$ cat src/rtl/credential_loader_pkg.sv
// Shared types and widths for the credential loader.
package credential_loader_pkg;

  // Word widths: switches are 16 bits, the access-control word is 18 bits.
  localparam int DATA_W = 18;
  localparam int SW_W   = 16;
  localparam int PAD_W  = DATA_W - SW_W;

  // Width of the consecutive-denial counter.
  localparam int CNT_W  = 3;

  // FSM state encoding (also visible on the debug state output).
  typedef logic [2:0] state_t;
  localparam state_t ST_IDLE       = 3'd0;
  localparam state_t ST_WAIT_ID    = 3'd1;
  localparam state_t ST_LOAD_ID    = 3'd2;
  localparam state_t ST_WAIT_PW    = 3'd3;
  localparam state_t ST_LOAD_PW    = 3'd4;
  localparam state_t ST_WAIT_GRANT = 3'd5;
  localparam state_t ST_REPORT     = 3'd6;
  localparam state_t ST_LOCKED     = 3'd7;

endpackage

$ cat src/rtl/credential_loader_grant_timeout_timer.sv
// Counts cycles spent waiting for grant feedback; flags the last cycle of the window.
module grant_timeout_timer #(
  parameter int GRANT_WAIT = 16
) (
  input  logic i_clk,
  input  logic i_rst,
  input  logic i_clear,
  input  logic i_enable,
  output logic o_expired
);

  localparam int TW = $clog2(GRANT_WAIT);
  localparam logic [TW-1:0] LAST = TW'(GRANT_WAIT - 1);

  logic [TW-1:0] r_count;

  // Clear has priority so the count always starts at zero on entry to the wait window.
  always_ff @(posedge i_clk or negedge i_rst) begin
    if (!i_rst) begin
      r_count <= '0;
    end else if (i_clear) begin
      r_count <= '0;
    end else if (i_enable) begin
      r_count <= r_count + 1'b1;
    end
  end

  assign o_expired = (r_count == LAST);

endmodule

$ cat src/rtl/credential_loader.sv
// Initiator side of the access-control load interface: collects user ID and
// password words, strobes them to the responder, waits for grant and tracks lockout.
//
// Handshake: i_enter_btn is a single-cycle shaped pulse, captured only in WAIT_ID or
// WAIT_PW; o_data_load is a single-cycle strobe with o_data_out stable in that cycle
// and held until the next capture; there is no back-pressure from the responder.
module credential_loader
  import credential_loader_pkg::*;
#(
  parameter int GRANT_WAIT   = 16,
  parameter int MAX_ATTEMPTS = 3
) (
  input  logic              i_clk,
  input  logic              i_rst,
  input  logic              i_start,
  input  logic              i_cancel,
  input  logic              i_enter_btn,
  input  logic [SW_W-1:0]   i_switches,
  output logic [DATA_W-1:0] o_data_out,
  output logic              o_data_load,
  input  logic              i_access_grant,
  output logic              o_busy,
  output logic              o_result_valid,
  output logic              o_result_granted,
  output logic [CNT_W-1:0]  o_attempt_count,
  output logic              o_locked,
  output logic [2:0]        o_dbg_state
);

  localparam logic [PAD_W-1:0] DATA_PAD = '0;
  localparam logic [CNT_W-1:0] MAX_CNT  = CNT_W'(MAX_ATTEMPTS);

  state_t             r_state;
  state_t             w_next;
  logic               w_capture;
  logic               w_decide;
  logic               w_expired;
  logic [SW_W-1:0]    r_word;
  logic               r_granted;
  logic [CNT_W-1:0]   r_attempts;
  logic [CNT_W-1:0]   w_attempts_inc;

  // Saturating increment of the denial counter.
  assign w_attempts_inc = (r_attempts == MAX_CNT) ? r_attempts : r_attempts + 1'b1;

  grant_timeout_timer #(
    .GRANT_WAIT (GRANT_WAIT)
  ) u_timer (
    .i_clk     (i_clk),
    .i_rst     (i_rst),
    .i_clear   (r_state == ST_LOAD_PW),
    .i_enable  (r_state == ST_WAIT_GRANT),
    .o_expired (w_expired)
  );

  // Next-state logic; cancel beats enter and grant in every cancellable state.
  always_comb begin
    w_next    = r_state;
    w_capture = 1'b0;
    w_decide  = 1'b0;
    case (r_state)
      ST_IDLE: begin
        if (i_start) w_next = ST_WAIT_ID;
      end
      ST_WAIT_ID: begin
        if (i_cancel) begin
          w_next = ST_IDLE;
        end else if (i_enter_btn) begin
          w_next    = ST_LOAD_ID;
          w_capture = 1'b1;
        end
      end
      ST_LOAD_ID: begin
        w_next = i_cancel ? ST_IDLE : ST_WAIT_PW;
      end
      ST_WAIT_PW: begin
        if (i_cancel) begin
          w_next = ST_IDLE;
        end else if (i_enter_btn) begin
          w_next    = ST_LOAD_PW;
          w_capture = 1'b1;
        end
      end
      ST_LOAD_PW: begin
        w_next = i_cancel ? ST_IDLE : ST_WAIT_GRANT;
      end
      ST_WAIT_GRANT: begin
        if (i_cancel) begin
          w_next = ST_IDLE;
        end else if (i_access_grant || w_expired) begin
          w_next   = ST_REPORT;
          w_decide = 1'b1;
        end
      end
      ST_REPORT: begin
        if (!r_granted && (w_attempts_inc == MAX_CNT)) w_next = ST_LOCKED;
        else                                           w_next = ST_IDLE;
      end
      ST_LOCKED: begin
        w_next = ST_LOCKED;
      end
      default: begin
        w_next = ST_IDLE;
      end
    endcase
  end

  // State register.
  always_ff @(posedge i_clk or negedge i_rst) begin
    if (!i_rst) r_state <= ST_IDLE;
    else        r_state <= w_next;
  end

  // Captured switch word, held until the next capture.
  always_ff @(posedge i_clk or negedge i_rst) begin
    if (!i_rst)         r_word <= '0;
    else if (w_capture) r_word <= i_switches;
  end

  // Outcome register: latched when leaving WAIT_GRANT, held until the next result.
  always_ff @(posedge i_clk or negedge i_rst) begin
    if (!i_rst)        r_granted <= 1'b0;
    else if (w_decide) r_granted <= i_access_grant;
  end

  // Consecutive-denial counter, updated in the REPORT cycle.
  always_ff @(posedge i_clk or negedge i_rst) begin
    if (!i_rst) begin
      r_attempts <= '0;
    end else if (r_state == ST_REPORT) begin
      r_attempts <= r_granted ? '0 : w_attempts_inc;
    end
  end

  assign o_data_out       = {DATA_PAD, r_word};
  assign o_data_load      = (r_state == ST_LOAD_ID) || (r_state == ST_LOAD_PW);
  assign o_busy           = (r_state != ST_IDLE) && (r_state != ST_LOCKED);
  assign o_result_valid   = (r_state == ST_REPORT);
  assign o_result_granted = r_granted;
  assign o_attempt_count  = r_attempts;
  assign o_locked         = (r_state == ST_LOCKED);
  assign o_dbg_state      = r_state;

endmodule

$ cat config.mk
export PLATFORM = sky130hd
export DESIGN_NAME = credential_loader
export DESIGN_NICKNAME = d
export VERILOG_FILES = /design/src/rtl/credential_loader_pkg.sv /design/src/rtl/credential_loader_grant_timeout_timer.sv /design/src/rtl/credential_loader.sv
export SDC_FILE = /design/constraint.sdc
export NUM_CORES = 1
export LEC_CHECK = 0
export BUFFER_PORTS_ARGS = -buffer_cell sky130_fd_sc_hd__buf_4
export CAP_MARGIN = 15
export CELL_PAD_IN_SITES_DETAIL_PLACEMENT = 2
export CELL_PAD_IN_SITES_GLOBAL_PLACEMENT = 2
export CORE_UTILIZATION = 32
export CTS_CLUSTER_DIAMETER = 100
export DETAILED_ROUTE_END_ITERATION = 8
export PLACE_DENSITY = 0.9
export SYNTH_ARGS = -nofsm -noshare
export SYNTH_HDL_FRONTEND = slang
export SYNTH_SLANG_ARGS = --single-unit
$ cat constraint.sdc
create_clock -name i_clk -period 2.57 [get_ports i_clk]
set_input_delay 0.1285 -clock i_clk [delete_from_list [all_inputs] [get_ports i_clk]]
set_output_delay 0.1285 -clock i_clk [all_outputs]
set_load 0.01 [all_outputs]
==> qor.yml <==
ant_nets: 0
routed_wl_mm: 3.62
grt_pass1_wl_mm: 5.60
fin_area_mm2: 0.00178
max_freq_mhz: 517
antenna_found_initial: 0
drtPass1Iterations: 2
first_global_vias: 1109
cap_violations: 0
worstSetupPathType: "reg2reg"
finalWorstSetupSlack_ns: 0.637
numPortBuffers: 48
synthTopCellsByArea: "dfrtp_1, mux2_2, mux2_1, o41ai_4, nand2_1"
grt_usage_pct: 17.4
clockPowerShare_pct: 13.3
required_ns: 2.72
synth_common_cells: "dfrtp_1, mux2_2, nand2_1, nor2_1"
drc: 0
num_antenna_cells: 0
place.gp.congestion: 0.765
syn_area_mm2: 0.00134
wl_per_cell_um: 17.0
place_ws_ns: 0.612
status: "finished, final reports clean"
skew_ns: 0.00354
cts_resized: 0
cts_tree: "done"
clk_latency_ns: 0.27
critPathLaunchType: "flip-flop"
grt_max_degree: 28
power-per-cell-area_mw_per_mm2: 988
synth_cell_type_count: 35
seqCellArea_um2: 676
ir_drop_mv: 0.367
yosysMostFrequentCell: "dfrtp_1"
placed_area_mm2: 0.00172
p_leak_nw: 0.892
via_count: 1076
reg2reg_depth: 4
final_util_pct: 44.4
n_fill_cell: 405
min_period_ns: 1.93
post-dp-hpwl_mm: 2.88
drive_above_1_share_pct: 41.7
net-switching-power_uw: 630
clockBufferDepth: 2
min_from: "i_switches[6]"
dpl.cell_count: 208
seqPwrFrac_pct: 44.5
dieArea_mm2: 0.00446
holdPathEnd: "r_word[6]"
fin_nets: 188
synth_top_area_share_pct: 50.3
yosys_most_used_dff: "dfrtp_1"
initial_core_util_pct: 33.6
grt-ovfl-total: 0
synth.yosys.seq_area_share_pct: 50.3
core-area_mm2: 0.00400
comb_power_share_pct: 42.2
crit_arrival_ns: 2.08
power.internal_mw: 1.12
first_iter_violations: 23
synth_edf_count: 0
yosysWarnings: 0
clock-root-buffer: "clkbuf_8"
syn_inst: 117
die_x_um: 66.8
die_height_um: 66.8
swShare_pct: 35.9
setup_tns_ns: 0
hold_class: "in2reg"
async_flop_share_pct: 100
slew_violations: 0
clkTransAtPathRegs_ns: 0.09
finalNonFillerCells: 213
yosysTopAreaCell: "dfrtp_1"
r2r_slack_ns: 0.64
worstReg2RegEnd: "r_word[13]"
vias_per_cell: 5.05
cts_setup_buffers: 0
num_rows: 23
max_slew_margin_pct: 66.2
endpoint_kind: "flip-flop"
syn_to_final_growth_pct: 32.3
rsz0062_at_grt: "no"
setup_viol: 0
io_pins: 51
crit_path_max_fanout: 16
whs_path_depth: 2
synth-seq-cells: 27
avgSynthCellArea_um2: 11.5
multi_input_area_um2: 612
htree_levels: 1
hold_viol: 0
clock-sinks: 27
rr_startpoint: "o_dbg_state[0]"
cts_buffers: 3
min_period_over_period_pct: 75.2
worst_slew_pin_slew_ns: 0.507
-- layout by cell type, fill, tap and decap left out, types with 4 or more instances in the layout --
cell     netlist  layout
nand2_1        7       7
nand3_1        5       5
a21oi_1        5       5
nor2_1         7       7
dfrtp_1       27      27
nor3_1         5       5
buf_4          2      48
mux2_1         4       4
mux2_2        13      13
-- power groups by stage --
stage | Sequential (mW) | Clock, mW | Combinational [mW]
2_1_floorplan | 0.792 | 0 | 0.342
3_3_place_gp | 0.762 | 0 | 0.710
3_5_place_dp | 0.796 | 0 | 0.755
4_1_cts | 0.786 | 0.243 | 0.759
5_1_grt | 0.813 | 0.256 | 0.812
6_report | 0.780 | 0.233 | 0.741
-- critical path, stage by stage, from the launching register on --
cell	delay, ns
dfrtp_1	0.67
and2b_1	0.26
nand2_1	0.11
nor2_4	0.38
mux2_1	0.40
-- per-stage QoR --
step | total power [mW] | hold WS, ns
5_1_grt | 1.88 | 0.0769
2_1_floorplan | 1.13 | -0.167
3_5_place_dp | 1.55 | 0.0615
6_report | 1.75 | 0.0821
3_3_place_gp | 1.47 | 0.0560
4_1_cts | 1.79 | 0.0808
-- layer usage --
metal / part of all wire, % / up-vias / wire length [um] / global-route usage, %
li1: - / 502 / - / -
met1: 39 / 529 / 1420 / 20.0
met2: 55 / 41 / 1980 / 33.5
met3: 5.2 / 4 / 188 / 1.71
met4: 0.99 / 0 / 36 / 4.79
met5: 0 / - / 0 / 0
-- worst max-delay path by stage --
| stage | from | end | depth (start not counted) |
|---|---|---|---|
| 3_3_place_gp | o_dbg_state[0] | r_word[7] | 4 |
| 6_report | o_dbg_state[0] | r_word[13] | 4 |
| 4_1_cts | o_dbg_state[0] | r_word[13] | 4 |
| 2_1_floorplan | o_attempt_count[0] | o_dbg_state[0] | 6 |
| 5_1_grt | o_attempt_count[0] | o_dbg_state[0] | 6 |
| 3_5_place_dp | o_dbg_state[0] | r_word[13] | 4 |
-- cells by family (layout without fill, tap and decap cells) --
| family | count (synthesis) | after routing | share of synthesized area (%) |
|---|---|---|---|
| flip-flops | 27 | 27 | 50.3 |
| multiplexers | 18 | 18 | 15.0 |
| buffers and inverters | 11 | 56 | 4.38 |
| AND/OR/NAND/NOR | 33 | 33 | 13.9 |
| other | 1 | 2 | 0.279 |
| AO/OA/AOI/OAI | 24 | 24 | 13.6 |
| adder cells (fa/ha/maj) | 2 | 2 | 1.86 |
| XOR/XNOR | 1 | 1 | 0.652 |
-- state kept, by name, summed over array words and instances, names as in the netlist --
| signal | count |
|---|---|
| o_result_granted | 1 |
| r_word | 16 |
| o_attempt_count | 3 |
| o_dbg_state | 3 |
| u_timer.r_count | 4 |
-- cell type report --
cell class / instances / area share (%)
clock buffer: 4 / 2.54
inverter: 3 / 0.634
multi-input combinational: 80 / 34.4
timing repair buffer: 49 / 20.8
tap: 50 / 3.52
sequential: 27 / 38.0
-- timing repair --
action | in CTS | in global routing
hold endpoints to repair | 27 | 0
hold buffers | 1 | 0
endpoints found under the setup margin | 0 | 0
(Power assumes the default switching activity.)
